### src/rtl/imm_gen_pkg.sv
// imm_gen_pkg: format codes, field positions and helpers shared by the immediate generator.
package imm_gen_pkg;
    typedef enum logic [2:0] {
        FMT_NONE, FMT_I, FMT_D, FMT_B, FMT_CB, FMT_IW, FMT_RSV6, FMT_RSV7
    } fmt_e;

    // Extension mode also encodes the sign-bit position of the raw field.
    typedef enum logic [1:0] {EXT_ZERO, EXT_S9, EXT_S19, EXT_S26} ext_e;

    localparam int RAW_W     = 26;
    localparam int SHAMT_W   = 6;
    localparam int I_LSB     = 10;
    localparam int I_MSB     = 21;
    localparam int D_LSB     = 12;
    localparam int D_MSB     = 20;
    localparam int B_LSB     = 0;
    localparam int B_MSB     = 25;
    localparam int CB_LSB    = 5;
    localparam int CB_MSB    = 23;
    localparam int IW_LSB    = 5;
    localparam int IW_MSB    = 20;
    localparam int IW_HW_LSB = 21;
    localparam int IW_HW_MSB = 22;
    localparam int IW_STEP   = 16;
    localparam int BR_SHIFT  = 2;

    function automatic logic [RAW_W-1:0] field(input logic [31:0] ins, input int msb, input int lsb);
        return RAW_W'((ins >> lsb) & ~(32'hFFFF_FFFF << (msb - lsb + 1)));
    endfunction
endpackage

### src/rtl/imm_gen_stage.sv
// imm_gen_stage: one-entry valid/ready pipeline register with flush.
module imm_gen_stage #(
    parameter int W = 8
) (
    input  logic         clk,
    input  logic         reset,
    input  logic         flush,
    input  logic         i_valid,
    output logic         o_ready,
    input  logic [W-1:0] i_data,
    output logic         o_valid,
    input  logic         i_ready,
    output logic [W-1:0] o_data
);
    logic         r_valid;
    logic [W-1:0] r_data;

    assign o_ready = !r_valid | i_ready;
    assign o_valid = r_valid;
    assign o_data  = r_data;

    always_ff @(posedge clk or posedge reset) begin
        if (reset) begin
            r_valid <= 1'b0;
            r_data  <= '0;
        end else begin
            r_valid <= !flush & (o_ready ? i_valid : r_valid);
            if (!flush & o_ready & i_valid) r_data <= i_data;
        end
    end
endmodule

### src/rtl/imm_gen_pipe.sv
// imm_gen_pipe: two-stage LEGv8 immediate generator; S1 holds the extracted field,
// S2 holds the extended and shifted immediate.
module imm_gen_pipe
    import imm_gen_pkg::*;
#(
    parameter int DATA_W = 64,
    parameter int TAG_W  = 4
) (
    input  logic              clk,
    input  logic              reset,
    input  logic              flush,
    input  logic              in_valid,
    output logic              in_ready,
    input  logic [31:0]       instr,
    input  logic [2:0]        fmt,
    input  logic [TAG_W-1:0]  in_tag,
    output logic              out_valid,
    input  logic              out_ready,
    output logic [DATA_W-1:0] imm,
    output logic [TAG_W-1:0]  out_tag,
    output logic              out_err
);
    localparam int S1_W = RAW_W + 2 + SHAMT_W + 1 + TAG_W;
    localparam int S2_W = DATA_W + 1 + TAG_W;

    logic [RAW_W-1:0]   w_raw;
    ext_e               w_mode;
    logic [SHAMT_W-1:0] w_shamt;
    logic               w_err;
    logic [1:0]         w_hw;
    logic               w_iw_bad;
    logic               w_s1_valid;
    logic               w_s2_ready;
    logic [S1_W-1:0]    w_s1_data;
    logic [RAW_W-1:0]   w_s1_raw;
    logic [1:0]         w_s1_mode;
    logic [SHAMT_W-1:0] w_s1_shamt;
    logic               w_s1_err;
    logic [TAG_W-1:0]   w_s1_tag;
    logic [DATA_W-1:0]  w_ext;
    logic [DATA_W-1:0]  w_imm;
    logic [S2_W-1:0]    w_s2_data;

    assign w_hw     = instr[IW_HW_MSB:IW_HW_LSB];
    assign w_iw_bad = (32'(w_hw) + 32'd1) * IW_STEP > DATA_W;

    always_comb begin
        w_raw   = '0;
        w_mode  = EXT_ZERO;
        w_shamt = '0;
        w_err   = 1'b0;
        case (fmt_e'(fmt))
            FMT_NONE: ;
            FMT_I:    w_raw = field(instr, I_MSB, I_LSB);
            FMT_D: begin
                w_raw  = field(instr, D_MSB, D_LSB);
                w_mode = EXT_S9;
            end
            FMT_B: begin
                w_raw   = field(instr, B_MSB, B_LSB);
                w_mode  = EXT_S26;
                w_shamt = SHAMT_W'(BR_SHIFT);
            end
            FMT_CB: begin
                w_raw   = field(instr, CB_MSB, CB_LSB);
                w_mode  = EXT_S19;
                w_shamt = SHAMT_W'(BR_SHIFT);
            end
            FMT_IW: begin
                w_err   = w_iw_bad;
                w_raw   = w_iw_bad ? '0 : field(instr, IW_MSB, IW_LSB);
                w_shamt = w_iw_bad ? '0 : SHAMT_W'(32'(w_hw) * IW_STEP);
            end
            FMT_RSV6, FMT_RSV7: w_err = 1'b1;
        endcase
    end

    imm_gen_stage #(.W(S1_W)) u_s1 (
        .clk     (clk),
        .reset   (reset),
        .flush   (flush),
        .i_valid (in_valid),
        .o_ready (in_ready),
        .i_data  ({w_raw, w_mode, w_shamt, w_err, in_tag}),
        .o_valid (w_s1_valid),
        .i_ready (w_s2_ready),
        .o_data  (w_s1_data)
    );

    assign {w_s1_raw, w_s1_mode, w_s1_shamt, w_s1_err, w_s1_tag} = w_s1_data;

    // Shift happens at full output width so bits past the MSB simply fall off.
    assign w_ext = (w_s1_mode == EXT_S9)  ? {{(DATA_W-9){w_s1_raw[8]}}, w_s1_raw[8:0]} :
                   (w_s1_mode == EXT_S19) ? {{(DATA_W-19){w_s1_raw[18]}}, w_s1_raw[18:0]} :
                   (w_s1_mode == EXT_S26) ? {{(DATA_W-26){w_s1_raw[25]}}, w_s1_raw} :
                                            {{(DATA_W-RAW_W){1'b0}}, w_s1_raw};
    assign w_imm = w_s1_err ? '0 : w_ext << w_s1_shamt;

    imm_gen_stage #(.W(S2_W)) u_s2 (
        .clk     (clk),
        .reset   (reset),
        .flush   (flush),
        .i_valid (w_s1_valid),
        .o_ready (w_s2_ready),
        .i_data  ({w_imm, w_s1_err, w_s1_tag}),
        .o_valid (out_valid),
        .i_ready (out_ready),
        .o_data  (w_s2_data)
    );

    assign {imm, out_err, out_tag} = w_s2_data;
endmodule

### config.mk
export PLATFORM = sky130hd
export DESIGN_NAME = imm_gen_pipe
export DESIGN_NICKNAME = d
export VERILOG_FILES = /design/src/rtl/imm_gen_pkg.sv /design/src/rtl/imm_gen_stage.sv /design/src/rtl/imm_gen_pipe.sv
export SDC_FILE = /design/constraint.sdc
export NUM_CORES = 1
export LEC_CHECK = 0
export ABC_CLOCK_PERIOD_IN_PS = 4950
export CAP_MARGIN = 40
export CORE_UTILIZATION = 60
export CTS_BUF_LIST = sky130_fd_sc_hd__clkbuf_16
export DETAILED_ROUTE_END_ITERATION = 6
export PLACE_DENSITY = 0.87
export SLEW_MARGIN = 20
export SYNTH_ARGS = -nofsm -noshare
export SYNTH_HDL_FRONTEND = slang
export SYNTH_HIERARCHICAL = 1
export SYNTH_SLANG_ARGS = --single-unit
### constraint.sdc
create_clock -name clk -period 4.95 [get_ports clk]
set_clock_uncertainty 0.1 [all_clocks]
set_input_delay 0.99 -clock clk [delete_from_list [all_inputs] [get_ports clk]]
set_output_delay 0.99 -clock clk [all_outputs]
set_load 0.01 [all_outputs]
# [After elaboration in Yosys (flattened, before gate mapping)]
# Index checks and enable logic that the tools add are counted.
# Widths: inputs -> output; s select.
[op_classes] addsub=1 multipliers=0 div=0 magnitude_cmp=1 n_eq_ne=10 n_shift=1 muxes=12 bitwise=8 n_reduce_logical=5
[ops] cell="$mux 64" n=4
[ops] cell="$pmux 26 s5" n=1
[ops] cell="$shl 64x6->64" n=1
[ops] cell="$mux 16" n=1
[ops] cell="$eq 3x3->1 const B" n=4
[ops] cell="$pmux 6 s2" n=1
[ops] cell="$gt 7x7->1 const B" n=1
[ops] cell="$and 1x1->1" n=6
[ops] cell="$eq 3x2->1 const B" n=2
[ops] cell="$mux 6" n=1
[ops] cell="$pmux 2 s3" n=1
[ops] cell="$eq 2x2->1 const B" n=2
[ops] cell="$reduce_or 2->1" n=2
[ops] cell="$add 2x1->3 const B" n=1
[ops] cell="$eq 3x1->1 const B" n=1
[ops] cell="$logic_not 1->1" n=3
[ops] cell="$eq 2x1->1 const B" n=1
[ops] cell="$mux 1" n=2
[ops] cell="$or 1x1->1" n=2
[ops] cell="$pmux 1 s2" n=1
[totals] regBits=110 latch_bits=0 ramBits=0 romBits=0 inputBits=44 output_inout_bits=71 word_cells=42 memories=0

# [Depth between registers and ports, before layout]
[depth] word_depth=6 mapped_depth=10 depth_no_buf=7

# [By module]
# Netlist, hierarchy kept.
[by_module_without_submodules] module="imm_gen_pipe" instances=1 cells_each=541 area_per_inst_um2=3517.1 seq_area_each_um2=0.0
[by_module_without_submodules] module="imm_gen_stage at u_s2" instances=1 cells_each=152 area_per_inst_um2=2615.0 seq_area_each_um2=1751.7
[by_module_without_submodules] module="imm_gen_stage at u_s1" instances=1 cells_each=89 area_per_inst_um2=1525.2 seq_area_each_um2=1001.0

# [Least setup slack after synthesis]
# OpenSTA, ideal clock, no wires.
[synth_path] path_type="reg-to-reg" from="register u_s1.r_data[5], in the netlist u_s1/o_data[5]" to="register u_s2.r_data[46], in the netlist u_s2/o_data[46]" setup_ns=0.125 t_arrival_ns=2.428 required_time_ns=4.725 setup_slack_ns=2.297 stages_incl_launch_ff=10 path_buffers=3 period_less_slack_ns=2.653 path_cell_list="dfrtp_1 -> clkbuf_1 -> buf_6 -> buf_4 -> or4_1 -> a41oi_1 -> a2bb2oi_1 -> a21oi_1 -> a311o_1 -> mux2_2"
[synth_between] elab_chain_cells=2
[synth_rtl] element="start, declared" line="imm_gen_stage.sv:16" text="logic [W-1:0] r_data;"
[synth_rtl] element="start signal, assigned" line="imm_gen_stage.sv:28" text="if (!flush & o_ready & i_valid) r_data <= i_data;"
[synth_rtl] element="$shl 64x6->64" line="imm_gen_pipe.sv:97" text="assign w_imm = w_s1_err ? '0 : w_ext << w_s1_shamt;"
[synth_rtl] element="$mux 64" line="imm_gen_pipe.sv:97"
[synth_rtl] element="net w_imm[41]" line="imm_gen_pipe.sv:41" text="logic [DATA_W-1:0] w_imm;"
[synth_rtl] element="end signal, assigned" line="imm_gen_stage.sv:28"
[synth_rtl] element="end, declared" line="imm_gen_stage.sv:16"
# The timed path passes the listed nets, and every way through them passes these cells.
# A chain may end at the register's enable or synchronous reset.

# [Worst setup path in the final report]
[layout_path] from="register u_s1.r_data[5], in the netlist u_s1/o_data[5]" to="register u_s2.r_data[55], in the netlist u_s2/o_data[55]"
# Same word-level chain as after synthesis.

==> flow_summary.toml <==
[critical_path]
cp_num_cells = 8
cp.arrival_ns = 3.71
worstSetupEndpoint = "u_s2/o_data[55]"
worstReg2RegEnd = "u_s2/o_data[55]"
critPathRequiredTime_ns = 5.10
regToRegStartpoint = "u_s1/o_data[5]"
reg2reg_slack_ns = 1.39
worstPathMaxFanout = 37
path_buf_inv = 1
cp_slowest_cell = "a2111oi_0"
setup.worst_path.start = "u_s1/o_data[5]"
cp-start-kind = "register"
end_kind = "register"
cpMostUsedCell = "a211oi_1"
crit_path_cell_trace = "buf_4 -> mux2i_1 -> nand2_1 -> a2111oi_0 -> nor2_1 -> a211oi_1 -> a211oi_1 -> mux2_2"
crit_type = "reg2reg"
worstRegToRegCells = 8
crit_family = "compound AO/OA/AOI/OAI gates"
max_stage_delay_ns = 0.79

[route]
viasPerCell = 6.87
antenna_left = 0
drc = 0
drt_first_iter_violations = 842
routed_wl_um = 24700
drt-wirelength-per-cell_um = 24.0
dr_total_vias = 7061
dr.pass1.iters = 7

[global_route]
grt_overflow = 0
grt_pass1_vias = 6871
grt_pass1_wl_um = 39000
antenna_found_initial = 0
grt_max_degree = 65
gr-usage-all-layers_pct = 38.9

[floorplanning]
die_area_um2 = 13200
fp-row-count = 40
io_pins = 115
initial_core_util_pct = 62.7
fp.dieW_um = 115
core_um2 = 12200
die_y_um = 115

[yosys]
yosysUniqueCellTypes = 74
synth.cell_area_um2 = 7660
post-synth-top-area-cell = "dfrtp_1"
async_flop_share_pct = 100
synth-seq-cells = 110
ys_seq_area_share_pct = 35.9
synthTopCellsByCount = "dfrtp_1, mux2_2, nand2_1"
yosys_warnings = 6
synth.avg_cell_area_um2 = 9.79
yosysMostFrequentCell = "dfrtp_1"
synth_edf_count = 0
synth_top_area_share_pct = 35.9
synthFlopType = "dfrtp_1"
synth_cells = 782
synth.top_cells.by_area = "dfrtp_1, mux2_2, mux2i_1, mux4_2, nand2_1"

[sta]
finalMaxSlewViolations = 0
slew_headroom_pct = 38.7
min_period_ns = 3.56
period_share_pct = 72.0
setup_viol = 0
fin_setup_tns_ns = 0
clock.fmax_mhz = 281
setup_ws_ns = 1.39
rsz0062_at_grt = "false"
tightest_slew_ns = 0.916
hold_viol = 0

[finish]
antenna_cells = 0
area_growth_pct = 18.9
nets = 899
drive_gt1_share_pct = 19.1

[cts]
cts_max_level = 3
cts_num_sinks = 110
post-cts-setup-buffer-count = 0
clk_pin_slew_ns = 0.08
holdBufCountCts = 0
insertion_delay_ns = 0.37
ctsResizeCount = 0
root_buffer = "clkbuf_16"
cts_tree = "done"
cts-buffers-inserted = 9
cts_max_path_buffers = 2

[min_path]
hold_class = "reg2reg"

[pwr]
p_per_area_nw_per_um2 = 403
leakagePower_nw = 3.92
peakVddDrop_mv = 0.348

[placement]
dp_slack_ns = 1.37
port_buffers = 108
place_congestion = 0.934
post-dp-hpwl_um = 18000

[run]
cap_violations = 0

[status]
status = "completed"
## layout make-up
| cell class | instances | area, um2 |
|---|---|---|
| clock inverter | 7 | 111 |
| fill | 858 | 3110 |
| multi-input combinational | 597 | 4550 |
| inverter | 11 | 41.3 |
| timing repair buffer | 126 | 1220 |
| tap | 168 | 210 |
| sequential | 110 | 2750 |
| clock buffer | 9 | 225 |
## cell families after synthesis
group                  share of synthesized area (%)
AND/OR/NAND/NOR                                 14.2
AO/OA/AOI/OAI                                   17.7
multiplexers                                    27.3
flip-flops                                      35.9
buffers and inverters                           4.77
XOR/XNOR                                       0.114
other                                         0.0490
## registers in the layout, indices dropped and copies added, names as in the netlist
| signal | count |
|---|---|
| u_s1/o_valid | 1 |
| u_s2/o_data | 69 |
| u_s1/o_data | 39 |
| u_s2/o_valid | 1 |
## worst register-to-register path: cells and delay by family, from the launching register on
kind	cells	cell delay [ns]
flip-flops	1	0.51
AND/OR/NAND/NOR	2	0.32
buffers and inverters	1	0.53
multiplexers	2	0.73
AO/OA/AOI/OAI	3	1.25
## cells in the final DEF, fill, tap and decap left out, drive strengths merged, types with 14 or more instances in the layout
master and n:
a211oi 14, a21oi 41, buf 18, clkdlybuf4s50 108, dfrtp 110, mux2 123
mux2i 45, nand2 61, nand3 17, nor2 57, nor3 16, o21ai 32
## layer usage
| metal | part of all wire [%] | track usage, % |
|---|---|---|
| met5 | 0 | 0 |
| met4 | 3.2 | 15.2 |
| met3 | 9.7 | 9.44 |
| met2 | 46 | 60.6 |
| met1 | 41 | 52.6 |
## worst min-delay path by stage
stage,end,from,depth (start not counted)
after global routing,u_s2/o_data[33],u_s2/o_data[33],1
after CTS,u_s2/o_data[28],u_s2/o_data[28],1
final,u_s2/o_data[28],u_s2/o_data[28],1
after global placement,u_s2/o_data[29],u_s2/o_data[29],1
after detailed placement,u_s2/o_data[28],u_s2/o_data[28],1
after floorplan,u_s1/o_data[11],u_s1/o_data[11],1
## power by group
part | leakage, nW | internal (mW) | switching (mW) | total, mW
sequential | 1.45 | 1.09 | 0.157 | 1.24
combinational | 2.31 | 0.741 | 0.862 | 1.60
clock | 0.164 | 0.456 | 0.368 | 0.823
total | 3.92 | 2.28 | 1.39 | 3.67
## metrics by stage
| step | util, % | instance area [um2] | hold WS, ns | std cells | power, mW |
|---|---|---|---|---|---|
| final | 74.5 | 9100 | 0.398 | 1028 | 3.67 |
| after global routing | 74.5 | 9100 | 0.413 | 1028 | 3.82 |
| after detailed placement | 71.7 | 8760 | 0.382 | 1011 | 2.81 |
| after floorplan | - | 7660 | 0.352 | 784 | 2.13 |
| after CTS | 74.5 | 9100 | 0.399 | 1027 | 3.63 |
| after global placement | 71.7 | 8760 | 0.370 | 1011 | 2.75 |
Note: power is estimated with default switching activity, not from simulation.
